$ cat config.mk
export PLATFORM = sky130hd
export DESIGN_NAME = f80_normalize_seq
export DESIGN_NICKNAME = d
export VERILOG_FILES = /design/src/rtl/fp80_pkg.sv /design/src/rtl/f80_classify.sv /design/src/rtl/f80_normalize_seq.sv
export SDC_FILE = /design/constraint.sdc
export NUM_CORES = 1
export LEC_CHECK = 0
export ABC_AREA = 0
export BUFFER_PORTS_ARGS = -buffer_cell sky130_fd_sc_hd__buf_2
export CORE_AREA = 2 2 112 125
export CTS_BUF_LIST = sky130_fd_sc_hd__clkbuf_8
export CTS_CLUSTER_SIZE = 40
export DETAILED_ROUTE_END_ITERATION = 8
export DIE_AREA = 0 0 114 127
export GPL_ROUTABILITY_DRIVEN = 0
export GPL_TIMING_DRIVEN = 0
export PLACE_DENSITY = 0.73
export SYNTH_ARGS = -nofsm -noshare
export SYNTH_HDL_FRONTEND = slang
export SYNTH_SLANG_ARGS = --single-unit
$ cat constraint.sdc
create_clock -name clk -period 3 [get_ports clk]
set_clock_uncertainty 0.2 [all_clocks]
set_input_delay 0.3 -clock clk [delete_from_list [all_inputs] [get_ports clk]]
set_output_delay 0.3 -clock clk [all_outputs]
set_load 0.005 [all_outputs]
$ cat src/rtl/fp80_pkg.sv
// Shared definitions for 80-bit extended-precision handling: field positions,
// exponent constants, the normaliser state encoding and operand classes.
package fp80_pkg;

    localparam int F80_EXP_MSB = 78;
    localparam int F80_EXP_LSB = 64;
    localparam int F80_MAN_MSB = 63;

    localparam logic [14:0] F80_EXP_MAX = 15'h7FFF;
    localparam logic [14:0] F80_BIAS    = 15'h3FFF;

    typedef enum logic [1:0] {
        IDLE,
        SHIFT,
        DONE
    } norm_state_t;

    // Operand classes, listed in the priority order used by f80_classify.
    typedef enum logic [2:0] {
        CLS_ZERO,
        CLS_INFNAN,
        CLS_PSEUDO,
        CLS_DENORM,
        CLS_NORMAL,
        CLS_UNNORMAL
    } f80_class_t;

endpackage

$ cat src/rtl/f80_classify.sv
// Combinational classifier for an 80-bit extended operand. The sign bit does
// not affect the class, so only exponent and mantissa are taken.
module f80_classify
    import fp80_pkg::*;
(
    input  logic [14:0] exp,
    input  logic [63:0] man,
    output f80_class_t  cls
);

    // Priority decode: a zero mantissa wins unless the exponent marks inf/NaN.
    always_comb begin
        cls = CLS_UNNORMAL;
        if (man == 64'd0 && exp != F80_EXP_MAX) begin
            cls = CLS_ZERO;
        end else if (exp == F80_EXP_MAX) begin
            cls = CLS_INFNAN;
        end else if (exp == 15'd0 && man[F80_MAN_MSB]) begin
            cls = CLS_PSEUDO;
        end else if (exp == 15'd0) begin
            cls = CLS_DENORM;
        end else if (man[F80_MAN_MSB]) begin
            cls = CLS_NORMAL;
        end else begin
            cls = CLS_UNNORMAL;
        end
    end

endmodule

$ cat src/rtl/f80_normalize_seq.sv
// Iterative pre-normaliser for 80-bit extended operands. Unnormals are shifted
// left a STEP-bit group or a single bit per cycle until the explicit integer
// bit is set or the exponent bottoms out, at which point the result becomes a
// true denormal. One operand is processed at a time behind valid/ready.
module f80_normalize_seq
    import fp80_pkg::*;
#(
    parameter int STEP = 8
) (
    input  logic        clk,
    input  logic        rst,
    input  logic        i_valid,
    output logic        i_ready,
    input  logic [79:0] i_a,
    output logic        o_valid,
    input  logic        o_ready,
    output logic [79:0] o_a,
    output logic        o_zero,
    output logic        o_denorm,
    output logic [5:0]  o_shift
);

    norm_state_t state_reg;
    logic        sign_reg;
    logic [14:0] exp_reg;
    logic [63:0] man_reg;
    logic [5:0]  shift_reg;
    logic        zero_reg;
    logic        denorm_reg;
    logic        i_ready_reg;
    logic        o_valid_reg;

    f80_class_t  in_cls;

    f80_classify u_classify (
        .exp (i_a[F80_EXP_MSB:F80_EXP_LSB]),
        .man (i_a[F80_MAN_MSB:0]),
        .cls (in_cls)
    );

    // Per-cycle shift candidate: a whole group when the top STEP bits are zero
    // and the exponent can absorb it without reaching 0, else a single bit.
    logic        step_ok;
    logic [63:0] man_next;
    logic [14:0] exp_next;
    logic [5:0]  shift_inc;

    always_comb begin
        step_ok   = (man_reg[63 -: STEP] == '0) && (exp_reg > 15'(STEP));
        man_next  = step_ok ? (man_reg << STEP) : (man_reg << 1);
        exp_next  = step_ok ? (exp_reg - 15'(STEP)) : (exp_reg - 15'd1);
        shift_inc = step_ok ? 6'(STEP) : 6'd1;
    end

    // Control FSM and datapath registers; all outputs come straight from flops.
    always_ff @(posedge clk) begin
        if (rst) begin
            state_reg   <= IDLE;
            sign_reg    <= 1'b0;
            exp_reg     <= 15'd0;
            man_reg     <= 64'd0;
            shift_reg   <= 6'd0;
            zero_reg    <= 1'b0;
            denorm_reg  <= 1'b0;
            i_ready_reg <= 1'b1;
            o_valid_reg <= 1'b0;
        end else begin
            case (state_reg)
                IDLE: begin
                    if (i_valid && i_ready_reg) begin
                        sign_reg    <= i_a[79];
                        exp_reg     <= i_a[F80_EXP_MSB:F80_EXP_LSB];
                        man_reg     <= i_a[F80_MAN_MSB:0];
                        shift_reg   <= 6'd0;
                        zero_reg    <= 1'b0;
                        denorm_reg  <= 1'b0;
                        i_ready_reg <= 1'b0;
                        case (in_cls)
                            CLS_ZERO: begin
                                exp_reg     <= 15'd0;
                                zero_reg    <= 1'b1;
                                o_valid_reg <= 1'b1;
                                state_reg   <= DONE;
                            end
                            CLS_PSEUDO: begin
                                // Same value as exp=1 with the integer bit set.
                                exp_reg     <= 15'd1;
                                o_valid_reg <= 1'b1;
                                state_reg   <= DONE;
                            end
                            CLS_DENORM: begin
                                denorm_reg  <= 1'b1;
                                o_valid_reg <= 1'b1;
                                state_reg   <= DONE;
                            end
                            CLS_INFNAN, CLS_NORMAL: begin
                                o_valid_reg <= 1'b1;
                                state_reg   <= DONE;
                            end
                            default: begin
                                state_reg <= SHIFT;
                            end
                        endcase
                    end
                end

                SHIFT: begin
                    if (man_reg[F80_MAN_MSB]) begin
                        o_valid_reg <= 1'b1;
                        state_reg   <= DONE;
                    end else if (exp_reg == 15'd1) begin
                        // Denormal scale equals the exp=1 scale: just relabel.
                        exp_reg     <= 15'd0;
                        denorm_reg  <= 1'b1;
                        o_valid_reg <= 1'b1;
                        state_reg   <= DONE;
                    end else begin
                        man_reg   <= man_next;
                        exp_reg   <= exp_next;
                        shift_reg <= shift_reg + shift_inc;
                        // Leave as soon as the integer bit lands, saving a cycle.
                        if (man_next[F80_MAN_MSB]) begin
                            o_valid_reg <= 1'b1;
                            state_reg   <= DONE;
                        end
                    end
                end

                DONE: begin
                    if (o_ready) begin
                        o_valid_reg <= 1'b0;
                        i_ready_reg <= 1'b1;
                        state_reg   <= IDLE;
                    end
                end

                default: begin
                    o_valid_reg <= 1'b0;
                    i_ready_reg <= 1'b1;
                    state_reg   <= IDLE;
                end
            endcase
        end
    end

    assign i_ready  = i_ready_reg;
    assign o_valid  = o_valid_reg;
    assign o_a      = {sign_reg, exp_reg, man_reg};
    assign o_zero   = zero_reg;
    assign o_denorm = denorm_reg;
    assign o_shift  = shift_reg;

endmodule

==> impl_metrics.py <==
metrics = {
    "outcome": {
        "outcome": "completed",
    },
    "global_routing": {
        "grt_use_total_pct": 25.6,
        "grtUsageMet2_pct": 41.9,
        "grt_pass1_wl_um": 29300,
        "gr-usage-met3_pct": 4.93,
        "gr-max-usage-layer": "met2",
        "grtUsageMet1_pct": 33.9,
        "grt_overflow": 0,
        "grt_max_degree": 20,
        "grt_pass1_vias": 5433,
        "grt_antenna_before_repair": 0,
    },
    "floorplan": {
        "core-area_mm2": 0.0131,
        "rows": 44,
        "dieArea_mm2": 0.0145,
        "initial_core_util_pct": 39.3,
        "die_w_um": 114,
        "die_height_um": 127,
        "ios": 174,
    },
    "clocking": {
        "clockBufferDepth": 2,
        "cts-root-buf": "clkbuf_8",
        "cts_tree": "built",
        "clk_pin_slew_worst_paths_ns": 0.09,
        "clock_latency_ns": 0.38,
        "clock-sinks": 92,
        "htreeDepth": 3,
        "cts_setup_buffers": 0,
        "numCtsBuffers": 9,
    },
    "placement": {
        "portBuffers": 173,
        "hpwl_um": 14100,
        "place_ws_ns": -0.159,
        "placed_cell_area_mm2": 0.00622,
        "place_inst": 947,
    },
    "sta": {
        "relSlewSlack_pct": 41.5,
        "fin_crit_ns": 2.86,
        "worst_slew_pin_slew_ns": 0.870,
        "rsz0062_at_grt": "no",
        "fin_ws_ns": 0.145,
        "fin_setup_tns_ns": 0,
        "setup_violations": 0,
        "hold_viol_final": 0,
        "period_share_pct": 95.2,
        "fmax_ghz": 0.350,
        "drv_slew": 0,
    },
    "detailed_routing": {
        "routed_wl_um": 19000,
        "wl_per_cell_um": 19.7,
        "drc": 0,
        "drt_iter0_markers": 661,
        "vias": 5983,
        "drtPass1Iterations": 7,
        "final_antenna_net_count": 0,
        "vias_per_cell": 6.19,
    },
    "power_and_ir_drop": {
        "clkPwrFrac_pct": 19.5,
        "p_leak_uw": 0.00312,
        "switching_share_pct": 41.8,
        "intPower_uw": 3110,
        "combPwrFrac_pct": 46.3,
        "p_switching_uw": 2240,
        "ir_drop_mv": 0.325,
        "p_seq_share_pct": 34.2,
        "power.density_mw_per_mm2": 817,
    },
    "hold_path": {
        "min_path_type": "input port to register",
        "holdPathStages": 3,
    },
    "final_layout": {
        "largest_reg_flops": 64,
        "layout_common_cells": "180 x buf_2, 91 x dfxtp_1, 60 x a21oi_1, 57 x and3_1, 52 x mux2i_1",
        "area_delta_synth_final_pct": 27.1,
        "layout_commonest_cell": "buf_2",
        "design_area_mm2": 0.00655,
        "n_antenna_cell": 0,
        "drive_above_1_share_pct": 27.2,
        "fin_nets": 891,
        "finalNonFillerCells": 967,
        "fin_util_pct": 50.0,
    },
    "synthesis": {
        "syn_area_per_cell_um2": 8.41,
        "syn_nets": 703,
        "yosysSeqAreaShare_pct": 35.7,
        "ys_types": 56,
        "async_flop_share_pct": 0,
        "ys.flop_type": "dfxtp_1",
        "synth_cells": 613,
        "yosysWarningCount": 0,
        "synth.cell_area_mm2": 0.00515,
        "synth_seq_cells": 92,
        "synth_edf_count": 0,
    },
    "setup_path": {
        "cp_max_fo": 10,
        "endpoint": "exp_reg[7]$_SDFFE_PP0P_",
        "cp-end-kind": "register",
        "crit_required_ns": 3.11,
        "regToRegSetupSlack_ns": 0.14,
        "worstReg2RegEnd": "exp_reg[7]$_SDFFE_PP0P_",
        "cp.arrival_ns": 2.96,
        "r2r-start": "exp_reg[1]$_SDFFE_PP0P_",
        "worst_setup_path_start_kind": "register",
        "reg2reg_depth": 9,
        "crit_start": "exp_reg[1]$_SDFFE_PP0P_",
        "critPathKind": "register to register",
    },
    "job": {
        "cap_violations": 0,
    },
}
==> power by group through the flow <==
stage | registers, µW | clock network [µW] | logic, µW
after floorplan | 1750 | 0 | 1670
after global placement | 1830 | 0 | 2400
after detailed placement | 1830 | 0 | 2420
after CTS | 1810 | 1060 | 2430
after global routing | 1860 | 1100 | 2710
final | 1830 | 1050 | 2480
==> area by class of cell <==
cell class                 count  area, µm²
timing repair buffer         179        926
clock buffer                  10        138
clock inverter                 6        111
multi-input combinational    461       3080
fill                        1289       6550
sequential                    92       1840
tap                          161        201
buffer                        50        216
inverter                       8       32.5
==> metal layers <==
layer  vias up  share of wire [%]
met5         -                  0
met4         0                1.9
met3        27                8.9
met2       369                 47
met1      2826                 42
li1       2761                  -
==> synth_stat cells, types with 2 or more instances <==
cell type  count  share of area [%]
dfxtp_1       92                 36
a21oi_1       60                5.8
and3_1        57                6.9
mux2i_1       52                 10
o22ai_1       50                6.1
clkbuf_1      39                2.8
nor2_1        33                2.4
nor4_1        27                3.3
nor3_1        22                2.1
nand2_1       19                1.4
a221oi_1      13                2.2
nand4_1       12                1.5
nand3_1       11                1.1
o21ai_0       11                1.1
a211oi_1      10                1.5
a22oi_1        9                1.3
buf_2          8               0.78
inv_1          7               0.51
ha_1           6                1.5
nand2b_1       6               0.73
or4_1          6               0.87
buf_4          5               0.73
a221o_1        4               0.78
o21a_1         4               0.58
a311oi_1       3               0.51
nor3b_1        3               0.44
o21ai_1        3               0.29
or2_2          3               0.36
xor2_1         3               0.51
a31oi_1        2               0.24
a41o_1         2               0.39
and4_1         2               0.34
mux2_2         2               0.44
nor2b_1        2               0.24
nor3_2         2               0.39
o211ai_1       2               0.29
or3_1          2               0.24
==> worst min path at each step <==
stage / startpoint / to / slack, ns
after floorplan: i_a[70] / exp_reg[6]$_SDFFE_PP0P_ / 0.23
after global placement: o_valid$_SDFFE_PP0P_ / o_valid$_SDFFE_PP0P_ / 0.24
after detailed placement: o_valid$_SDFFE_PP0P_ / o_valid$_SDFFE_PP0P_ / 0.24
after CTS: i_valid / state_reg[1]$_SDFFE_PP0P_ / 0.0001
after global routing: i_valid / state_reg[1]$_SDFFE_PP0P_ / 0.03
final: i_valid / state_reg[1]$_SDFFE_PP0P_ / 0.01
==> what timing repair did <==
action / in CTS / in global routing
endpoints found under the setup margin: 5 / 65
hold buffers: 6 / 0
hold endpoints to repair: 6 / 0
cloned: 0 / 0
gates resized for setup: 1 / 7
==> worst max-delay path, stage by stage (launching register included) <==
cell and delay, ns:
dfxtp_1 0.41, inv_1 0.08, ha_1 0.17, nor4b_1 0.15, and4_1 0.23, nor3_1 0.56, nand2_1 0.18, clkbuf_2 0.27
clkbuf_1 0.30, o211ai_1 0.22
==> metrics by stage <==
stage	hold slack [ns]	total power (µW)
final	0.0145	5350
after global routing	0.0278	5670
after CTS	0.000107	5290
after floorplan	0.233	3420
after detailed placement	0.243	4250
after global placement	0.235	4230
==> kinds of logic (layout without fill, tap and decap cells) <==
family / Yosys count / in the layout / synth area share (%)
buf+inv: 60 / 253 / 4.98
fa+ha+maj: 6 / 6 / 1.46
simple gates: 214 / 214 / 23.7
flops: 92 / 92 / 35.7
mux: 54 / 54 / 10.5
xor+xnor: 4 / 4 / 0.680
compound gates: 183 / 183 / 22.9
(Power assumes the default switching activity.)
